[config.mk]
export PLATFORM = sky130hd
export DESIGN_NAME = seq_divmod
export DESIGN_NICKNAME = d
export VERILOG_FILES = /design/src/rtl/seq_divmod.sv
export SDC_FILE = /design/constraint.sdc
export NUM_CORES = 1
export LEC_CHECK = 0
export CAP_MARGIN = 20
export CELL_PAD_IN_SITES_DETAIL_PLACEMENT = 1
export CELL_PAD_IN_SITES_GLOBAL_PLACEMENT = 2
export CORE_MARGIN = 10
export CORE_UTILIZATION = 35
export DETAILED_ROUTE_END_ITERATION = 8
export PLACE_DENSITY_LB_ADDON = 0.1
export SETUP_SLACK_MARGIN = 0.5
export SLEW_MARGIN = 10
export SYNTH_ARGS = -nofsm -noshare
export SYNTH_HDL_FRONTEND = slang
export SYNTH_SLANG_ARGS = --single-unit
[constraint.sdc]
create_clock -name clk -period 3.2 [get_ports clk]
set_clock_uncertainty 0.05 [all_clocks]
set_input_delay 0.8 -clock clk [delete_from_list [all_inputs] [get_ports clk]]
set_output_delay 0.8 -clock clk [all_outputs]
set_load 0.02 [all_outputs]
[src/rtl/seq_divmod.sv]
// Multi-cycle restoring divider producing quotient and remainder, signed or unsigned.
// Define SEQ_DIVMOD_DIV0_TRAP_EN to short-circuit zero divisors with a div_zero flag.
module seq_divmod #(
    parameter int WIDTH = 16,
    localparam int CNT_W = $clog2(WIDTH + 1)
) (
    input  logic             clk,
    input  logic             rst,
    input  logic             in_valid,
    output logic             in_ready,
    input  logic             signed_mode,
    input  logic [WIDTH-1:0] lhs,
    input  logic [WIDTH-1:0] rhs,
    output logic             out_valid,
    input  logic             out_ready,
    output logic [WIDTH-1:0] quotient,
    output logic [WIDTH-1:0] remainder,
    output logic             div_zero
);

    typedef enum logic [1:0] {IDLE, CALC, FIXUP, DONE} state_t;

    state_t           state;
    logic [CNT_W-1:0] cnt;
    logic [WIDTH-1:0] rem;
    logic [WIDTH-1:0] quo;
    logic [WIDTH-1:0] dvs;
    logic             neg_quo;
    logic             neg_rem;
    logic             accept;
    logic             trap_hit;

    logic [WIDTH:0]   shifted;
    logic             no_borrow;
    logic [WIDTH-1:0] rem_next;

    function automatic logic [WIDTH-1:0] cond_neg(input logic [WIDTH-1:0] v, input logic n);
        return n ? (~v + 1'b1) : v;
    endfunction

    assign accept = (state == IDLE) && in_valid && in_ready;

`ifdef SEQ_DIVMOD_DIV0_TRAP_EN
    assign trap_hit = (rhs == '0);
`else
    assign trap_hit = 1'b0;
`endif

    // One restoring step: the shifted remainder is WIDTH+1 bits so divisors with MSB set still compare correctly.
    assign shifted   = {rem, quo[WIDTH-1]};
    assign no_borrow = (shifted >= {1'b0, dvs});
    assign rem_next  = no_borrow ? (shifted[WIDTH-1:0] - dvs) : shifted[WIDTH-1:0];

    // Working datapath registers carry no reset; control decides when they are meaningful.
    always_ff @(posedge clk) begin
        if (accept) begin
            neg_quo <= signed_mode & (lhs[WIDTH-1] ^ rhs[WIDTH-1]);
            neg_rem <= signed_mode & lhs[WIDTH-1];
            quo     <= cond_neg(lhs, signed_mode & lhs[WIDTH-1]);
            dvs     <= cond_neg(rhs, signed_mode & rhs[WIDTH-1]);
            rem     <= '0;
        end else if (state == CALC) begin
            rem <= rem_next;
            quo <= {quo[WIDTH-2:0], no_borrow};
        end
    end

    always_ff @(posedge clk or posedge rst) begin
        if (rst) begin
            state     <= IDLE;
            in_ready  <= 1'b1;
            out_valid <= 1'b0;
            quotient  <= '0;
            remainder <= '0;
            div_zero  <= 1'b0;
            cnt       <= '0;
        end else begin
            case (state)
                IDLE: begin
                    if (accept) begin
                        in_ready <= 1'b0;
                        if (trap_hit) begin
                            // Results latched now; out_valid rises on the following edge in DONE.
                            quotient  <= '1;
                            remainder <= lhs;
                            div_zero  <= 1'b1;
                            state     <= DONE;
                        end else begin
                            cnt   <= CNT_W'(WIDTH);
                            state <= CALC;
                        end
                    end
                end
                CALC: begin
                    cnt <= cnt - 1'b1;
                    if (cnt == CNT_W'(1)) state <= FIXUP;
                end
                FIXUP: begin
                    quotient  <= cond_neg(quo, neg_quo);
                    remainder <= cond_neg(rem, neg_rem);
                    out_valid <= 1'b1;
                    state     <= DONE;
                end
                DONE: begin
                    if (!out_valid) begin
                        out_valid <= 1'b1;
                    end else if (out_ready) begin
                        out_valid <= 1'b0;
                        in_ready  <= 1'b1;
                        div_zero  <= 1'b0;
                        state     <= IDLE;
                    end
                end
                default: state <= IDLE;
            endcase
        end
    end

endmodule

==> run_results.csv, run 1 <==
group,metric,value,unit
run_status,outcome,"complete, no violations",
floorplanning,die_width,147,µm
floorplanning,std_cell_rows,46,
synthesis,post-synth-top-area-fraction,18.0,%
synthesis,syn-mean-instance-area,9.01,µm²
sta,rsz_0062_raised_after_global_routing,"yes",
clock_tree,clkSlewWorstSetupHoldPaths,0.06,ns
cells_and_area,nets,770,
sta,totalNegativeSetupSlack,0,ns
clock_tree,cts_buffer_depth,2,
critical_path,setup.worst_path.end_class,"flop",
placement,gp_routability_congestion,0.832,
critical_path,worstPathArrival,2.77,ns
routing,drt_pre_antenna_iters,4,
floorplanning,io_pins,72,
power_and_ir_drop,design_power_total,2470,µW
sta,hold_violations,0,
synthesis,synth_enable_flop_cells,34,
clock_tree,clock_tree.htree_level_count,3,
cells_and_area,mostFrequentLayoutCell,"nand2_1",
synthesis,synth-seq-area-share,41.8,%
placement,dp_hpwl,12.7,mm
placement,port_buffer_cells,70,
critical_path,timing.critical_path.from_type,"flop",
critical_path,timing.setup.critical_path_class,"flop to flop",
synthesis,ys_dominant_reg_cell,"dfrtp_1",
synthesis,synthesis.instances,629,
power_and_ir_drop,vdd.ir_drop.worst,241,µV
clock_tree,post_cts_hold_buffers,0,
floorplanning,fp.coreArea,0.0159,mm²
synthesis,synth_largest_area_cell,"edfxtp_1",
sta,timing.max_slew.rel_slack,52.4,%
grt,grt_start_max_net_pins,42,
power_and_ir_drop,power.density_cell_area,350,mW/mm²
power_and_ir_drop,power.static_leakage,0.00295,µW
routing,vias_after_detailed_routing,4733,
synthesis,netlist_area,0.00567,mm²
grt,total_overflow_reported_by_the_global_router,0,
cells_and_area,layout-drive-gt1-share,9.56,%
clock_tree,cts.root.buffer_cell,"clkbuf_16",
cells_and_area,area_growth_syn_to_layout,24.6,%
cells_and_area,mostFrequentLayoutCells,"nand2_1 (72), clkdlybuf4s50_1 (70), nor2_1 (56), o21ai_0 (56), a21oi_1 (53)",
clock_tree,clock_latency,0.35,ns
synthesis,synth.ff_latch_count,91,
routing,routed_wl,16.0,mm
sta,finalWorstPathRequiredPeriod,2.58,ns
sta,finalSetupViolCount,0,
grt,grt_first_pass_wirelength,26.6,mm
synthesis,netlist_top_cells_area,"edfxtp_1 (18%), dfrtp_1 (18%), xor2_1 (6.3%)",
grt,grt_antenna_before_repair,0,
sta,tightestPinTransition,0.711,ns
critical_path,worst_path_required,3.39,ns
grt,grt_pass1_vias,5020,
clock_tree,cts_sinks,91,
sta,final-max-slew-violation-count,0,
routing,wire_per_inst,17.3,µm
cells_and_area,num_antenna_cells,0,
clock_tree,cts-buffers-inserted,9,
routing,drt.antenna.violating_nets,0,
worst_hold_path,worst_hold_path_type,"flop to flop",
routing,via_count_normalized_by_instance_count,5.11,
critical_path,worst-path-max-fanout,8,
grt,gr-usage-all-layers,15.0,%
floorplanning,die_y,147,µm
synthesis,nets_in_the_synthesized_netlist,693,
clock_tree,cts_tree,"done",
floorplanning,die-area,0.0217,mm²
flow_run,max_cap_viol_count,0,
routing,drt_drc_violations_left,0,
synthesis,ys.warnings.count,0,
sta,achievable-frequency,387,MHz
synthesis,synthDistinctLibCells,61,
routing,drt-initial-drc-count,242,
floorplanning,start_util,35.7,%
sta,min_period_over_period,80.8,%
synthesis,synth-async-reset-ratio,45.1,%
==> layout make-up <==
class                           count  area (µm²)
Fill cell                        1860        8820
Inverter                           37         143
Clock buffer                       11         254
Multi-Input combinational cell    476        3100
Timing Repair Buffer               91         862
Clock inverter                      5        57.6
Sequential cell                    91        2370
Tap cell                          216         270
==> kinds of logic (layout without fill, tap and decap cells) <==
group,Yosys count,after routing,share of synthesized area (%)
AND/OR/NAND/NOR,200,200,16.5
adder cells (fa/ha/maj),27,27,6.09
multiplexers,12,12,2.21
buffers and inverters,62,144,4.53
flip-flops,91,91,41.8
XOR/XNOR,65,65,10.0
other,1,1,0.0662
AO/OA/AOI/OAI,171,171,18.8
==> through the flow <==
stage               hold slack, ns  cell area (µm²)  util [%]  std cells  worst slack (ns)
CTS                          0.473             6980      43.9        923             0.507
finish                       0.468             7060      44.4        927             0.615
global placement             0.441             6660      41.9        907             0.235
detailed placement           0.456             6660      41.9        907             0.225
floorplan                    0.423             5670         -        629             0.797
global route                 0.501             7060      44.4        927             0.456
==> per-layer routing <==
metal | share of wire (%) | GRT usage (%) | vias up
li1 | - | - | 2375
met1 | 46 | 18.7 | 2273
met2 | 48 | 25.1 | 71
met3 | 3.9 | 3.59 | 14
met4 | 1.7 | 4.91 | 0
met5 | 0 | 0 | -
==> what timing repair did <==
action                                  CTS  global route
pin swaps                                 0             2
endpoints found under the setup margin    5            30
hold endpoints to repair                  0             0
resized for setup                         3            13
buffers inserted                          0             4
==> where the power goes <==
part	switching (µW)	total (µW)	internal, µW	leakage, µW
combinational	69.9	141	70.8	0.00187
sequential	0	1210	1210	0.000937
clock	468	1120	654	0.000145
total	538	2470	1930	0.00295
==> state kept, by name, indices dropped and copies added, names as in the netlist <==
register and count:
dvs 16, quo 16, quotient 16, rem 16
remainder 16, cnt 5, state 2, in_ready 1
neg_quo 1, neg_rem 1, out_valid 1
==> critical path, stage by stage (launching register included) <==
cell,delay (ns)
edfxtp_1,0.36
inv_1,0.09
ha_2,0.32
a211o_1,0.36
a31oi_4,0.20
o21ai_2,0.11
or2_1,0.28
o21a_2,0.27
or3_1,0.32
o2111a_1,0.12
==> final timing paths <==
path | startpoint | end | slack (ns) | cells after the start
worst max-delay path | dvs[10] | rem[8] | 0.62 | 9
worst min-delay path | remainder[14] | remainder[14] | 0.47 | 1
worst max register to register | dvs[10] | rem[8] | 0.62 | 9
min in group asynchronous | rst | out_valid | 0.84 | 3
worst min register to register | remainder[14] | remainder[14] | 0.47 | 1
max in group asynchronous | rst | in_ready | 1.89 | 3
==> cell usage after synthesis (6+ instances only) <==
library cell / n
nand2_1: 72
nor3_1: 15
o21ai_0: 56
edfxtp_1: 34
o31ai_1: 10
dfrtp_1: 40
mux2i_1: 8
clkbuf_1: 16
nand3_1: 11
nor2b_1: 7
inv_1: 36
ha_1: 26
and2_1: 6
a21oi_1: 53
nor2_1: 57
a31oi_1: 6
dfxtp_1: 16
xnor2_1: 24
xor2_1: 41
No activity file was read; power rests on OpenSTA's default activity.
==> run 2, diff against run 1 <==
--- a/config.mk
+++ b/config.mk
@@ -9,7 +9,7 @@
 export CELL_PAD_IN_SITES_DETAIL_PLACEMENT = 1
 export CELL_PAD_IN_SITES_GLOBAL_PLACEMENT = 2
 export CORE_MARGIN = 10
-export CORE_UTILIZATION = 35
+export CORE_UTILIZATION = 31
 export DETAILED_ROUTE_END_ITERATION = 8
 export PLACE_DENSITY_LB_ADDON = 0.1
 export SETUP_SLACK_MARGIN = 0.5
==> constraint.sdc (replaced) <==
create_clock -name clk -period 2.2 [get_ports clk]
set_clock_uncertainty 0.05 [all_clocks]
set_input_delay 0.55 -clock clk [delete_from_list [all_inputs] [get_ports clk]]
set_output_delay 0.55 -clock clk [all_outputs]
set_load 0.02 [all_outputs]
==> run_results.csv, run 2 (same netlist as run 1, synthesis figures left out) <==
group,metric,value,unit
sta,final-max-slew-violation-count,0,
critical_path,worst_path_required,2.39,ns
cells_and_area,layout-drive-gt1-share,41.4,%
clock_tree,cts_sinks,91,
critical_path,timing.setup.critical_path_class,"flop to flop",
placement,placed_cell_area,0.00774,mm²
critical_path,critical_path.reg2reg.startpoint,"dvs[10]",
cells_and_area,area_growth_syn_to_layout,61.3,%
routing,drt-initial-drc-count,218,
critical_path,worst-path-buf-inv,1,
power_and_ir_drop,power.static_leakage,0.00409,µW
clock_tree,cts.root.buffer_cell,"clkbuf_16",
critical_path,cpPeakStageDelay,0.40,ns
grt,gr-usage-all-layers,15.7,%
sta,finalSetupViolCount,20,
power_and_ir_drop,power.density_cell_area,396,mW/mm²
floorplanning,die_y,155,µm
floorplanning,fp.coreArea,0.0180,mm²
placement,gp_routability_congestion,0.846,
placement,port_buffer_cells,70,
sta,finalWorstPathRequiredPeriod,2.42,ns
sta,achievable-frequency,413,MHz
grt,grt_start_max_net_pins,42,
worst_hold_path,worst_hold_path_type,"input pin to flop",
placement,worst_slack_placed,-0.283,ns
routing,drt_drc_violations_left,0,
cells_and_area,nets,923,
sta,fin_worst_hold_slack,0.443,ns
cells_and_area,layoutNonFillerInstCount,1093,
run_status,outcome,"finished with violations",
cells_and_area,mostFrequentLayoutCells,"buf_4 (137), nand2_1 (58), nor2_1 (51), a21oi_1 (46), dfrtp_1 (40)",
grt,grt_antenna_before_repair,0,
critical_path,setup.worst_path.end_class,"flop",
clock_tree,cts_tree,"done",
floorplanning,std_cell_rows,49,
sta,min_period_over_period,110,%
power_and_ir_drop,vdd.ir_drop.worst,318,µV
routing,drt.antenna.violating_nets,0,
critical_path,crit_path_end,"rem[8]",
cells_and_area,mostFrequentLayoutCell,"buf_4",
grt,total_overflow_reported_by_the_global_router,0,
sta,tightestPinTransition,0.766,ns
routing,drt_pre_antenna_iters,4,
clock_tree,clock_latency,0.35,ns
cells_and_area,sequential_cell_area,0.00240,mm²
clock_tree,cts-buffers-inserted,9,
floorplanning,start_util,31.5,%
critical_path,rr_endpoint,"rem[8]",
grt,grt_first_pass_wirelength,30.8,mm
placement,numPlacedInstances,1021,
sta,layout_setup_ws,-0.221,ns
critical_path,r2r_slack,-0.22,ns
cells_and_area,num_antenna_cells,0,
routing,wire_per_inst,17.6,µm
placement,dp_hpwl,14.4,mm
cells_and_area,fillerInstances,1980,
critical_path,worstPathArrival,2.61,ns
floorplanning,die-area,0.0241,mm²
cells_and_area,multi_input_area,0.00385,mm²
floorplanning,die_width,155,µm
clock_tree,clock_tree.htree_level_count,3,
routing,routed_wl,19.2,mm
floorplanning,io_pins,72,
run_status,violations,"setup timing",
critical_path,timing.reg2reg.worst_path_depth,9,
clock_tree,clkSlewWorstSetupHoldPaths,0.07,ns
critical_path,cp-startpoint,"dvs[10]",
critical_path,critPathTopFamily,"compound AO/OA/AOI/OAI gates",
cells_and_area,layout.cell_area.non_filler,0.00914,mm²
critical_path,timing.critical_path.from_type,"flop",
routing,vias_after_detailed_routing,5377,
critical_path,cpMaxStageDelayCell,"edfxtp_1",
critical_path,critical_path_cell_count,9,
grt,grt_pass1_vias,5933,
sta,timing.max_slew.rel_slack,48.9,%
flow_run,max_cap_viol_count,0,
sta,hold_violations,0,
critical_path,crit_path_cell_trace,"inv_2, ha_4, a211o_1, a31oi_4, o21ai_4, or2_1, o21a_2, or3_1, o2111a_1",
clock_tree,cts_buffer_depth,2,
sta,rsz_0062_raised_after_global_routing,"yes",
routing,via_count_normalized_by_instance_count,4.92,
critical_path,worst-path-max-fanout,3,
## run 2: cell type report
class | instances | share of cell area (%)
clock buffer | 11 | 2.55
inverter | 37 | 1.79
multi-input combinational | 476 | 42.1
clock inverter | 5 | 0.643
timing repair buffer | 244 | 23.5
tap | 229 | 3.13
sequential | 91 | 26.2
## run 2: routing by layer
layer | vias to the layer above | GRT usage (%) | share of wire, %
met4 | 0 | 4.99 | 1.4
met1 | 2605 | 18.2 | 42
li1 | 2683 | - | -
met5 | - | 0 | 0
met2 | 72 | 28.8 | 54
met3 | 17 | 2.34 | 2.5
## run 2: metrics by stage
stage               power, µW  TNS (ns)  utilization, %
floorplan                1890    -0.256               -
global placement         2050     -3.24            43.1
detailed placement       2060     -5.39            43.1
CTS                      3650     -1.65            48.7
global route             3760     -4.20            50.9
finish                   3620     -2.11            50.9
## run 2: worst min-delay path by stage
stage                       startpoint            to  slack [ns]  cells after the start
after global placement    quotient[14]  quotient[14]        0.44                      1
final                           rhs[0]        dvs[0]        0.44                      2
after detailed placement  quotient[14]  quotient[14]        0.45                      1
after CTS                 quotient[14]  quotient[14]        0.46                      1
after floorplan                 cnt[1]        cnt[1]        0.42                      2
after global routing            rhs[0]        dvs[0]        0.45                      2
## run 2: timing repair
action / CTS / global route
pin swaps: 66 / 60
setup buffers: 36 / 19
cloned: 1 / 0
resized for setup: 213 / 65
hold buffers: 0 / 0
setup endpoints to repair: 113 / 91
## run 2: power by group
group / total (µW) / switching, µW / internal, µW
clock: 1580 / 694 / 890
sequential: 1750 / 0 / 1750
combinational: 289 / 142 / 147
## run 2: worst register-to-register path, cell delays in order (launching register included)
cell      delay [ns]
edfxtp_1        0.40
inv_2           0.09
ha_4            0.20
a211o_1         0.30
a31oi_4         0.20
o21ai_4         0.11
or2_1           0.26
o21a_2          0.24
or3_1           0.33
o2111a_1        0.14
==> run 3, diff against run 2 <==
--- a/config.mk
+++ b/config.mk
@@ -5,7 +5,7 @@
 export SDC_FILE = /design/constraint.sdc
 export NUM_CORES = 1
 export LEC_CHECK = 0
-export CAP_MARGIN = 20
+export CAP_MARGIN = 25
 export CELL_PAD_IN_SITES_DETAIL_PLACEMENT = 1
 export CELL_PAD_IN_SITES_GLOBAL_PLACEMENT = 2
 export CORE_MARGIN = 10
==> results of run 3 <==
Final layout, timing and power as in run 2 (identical DEF).
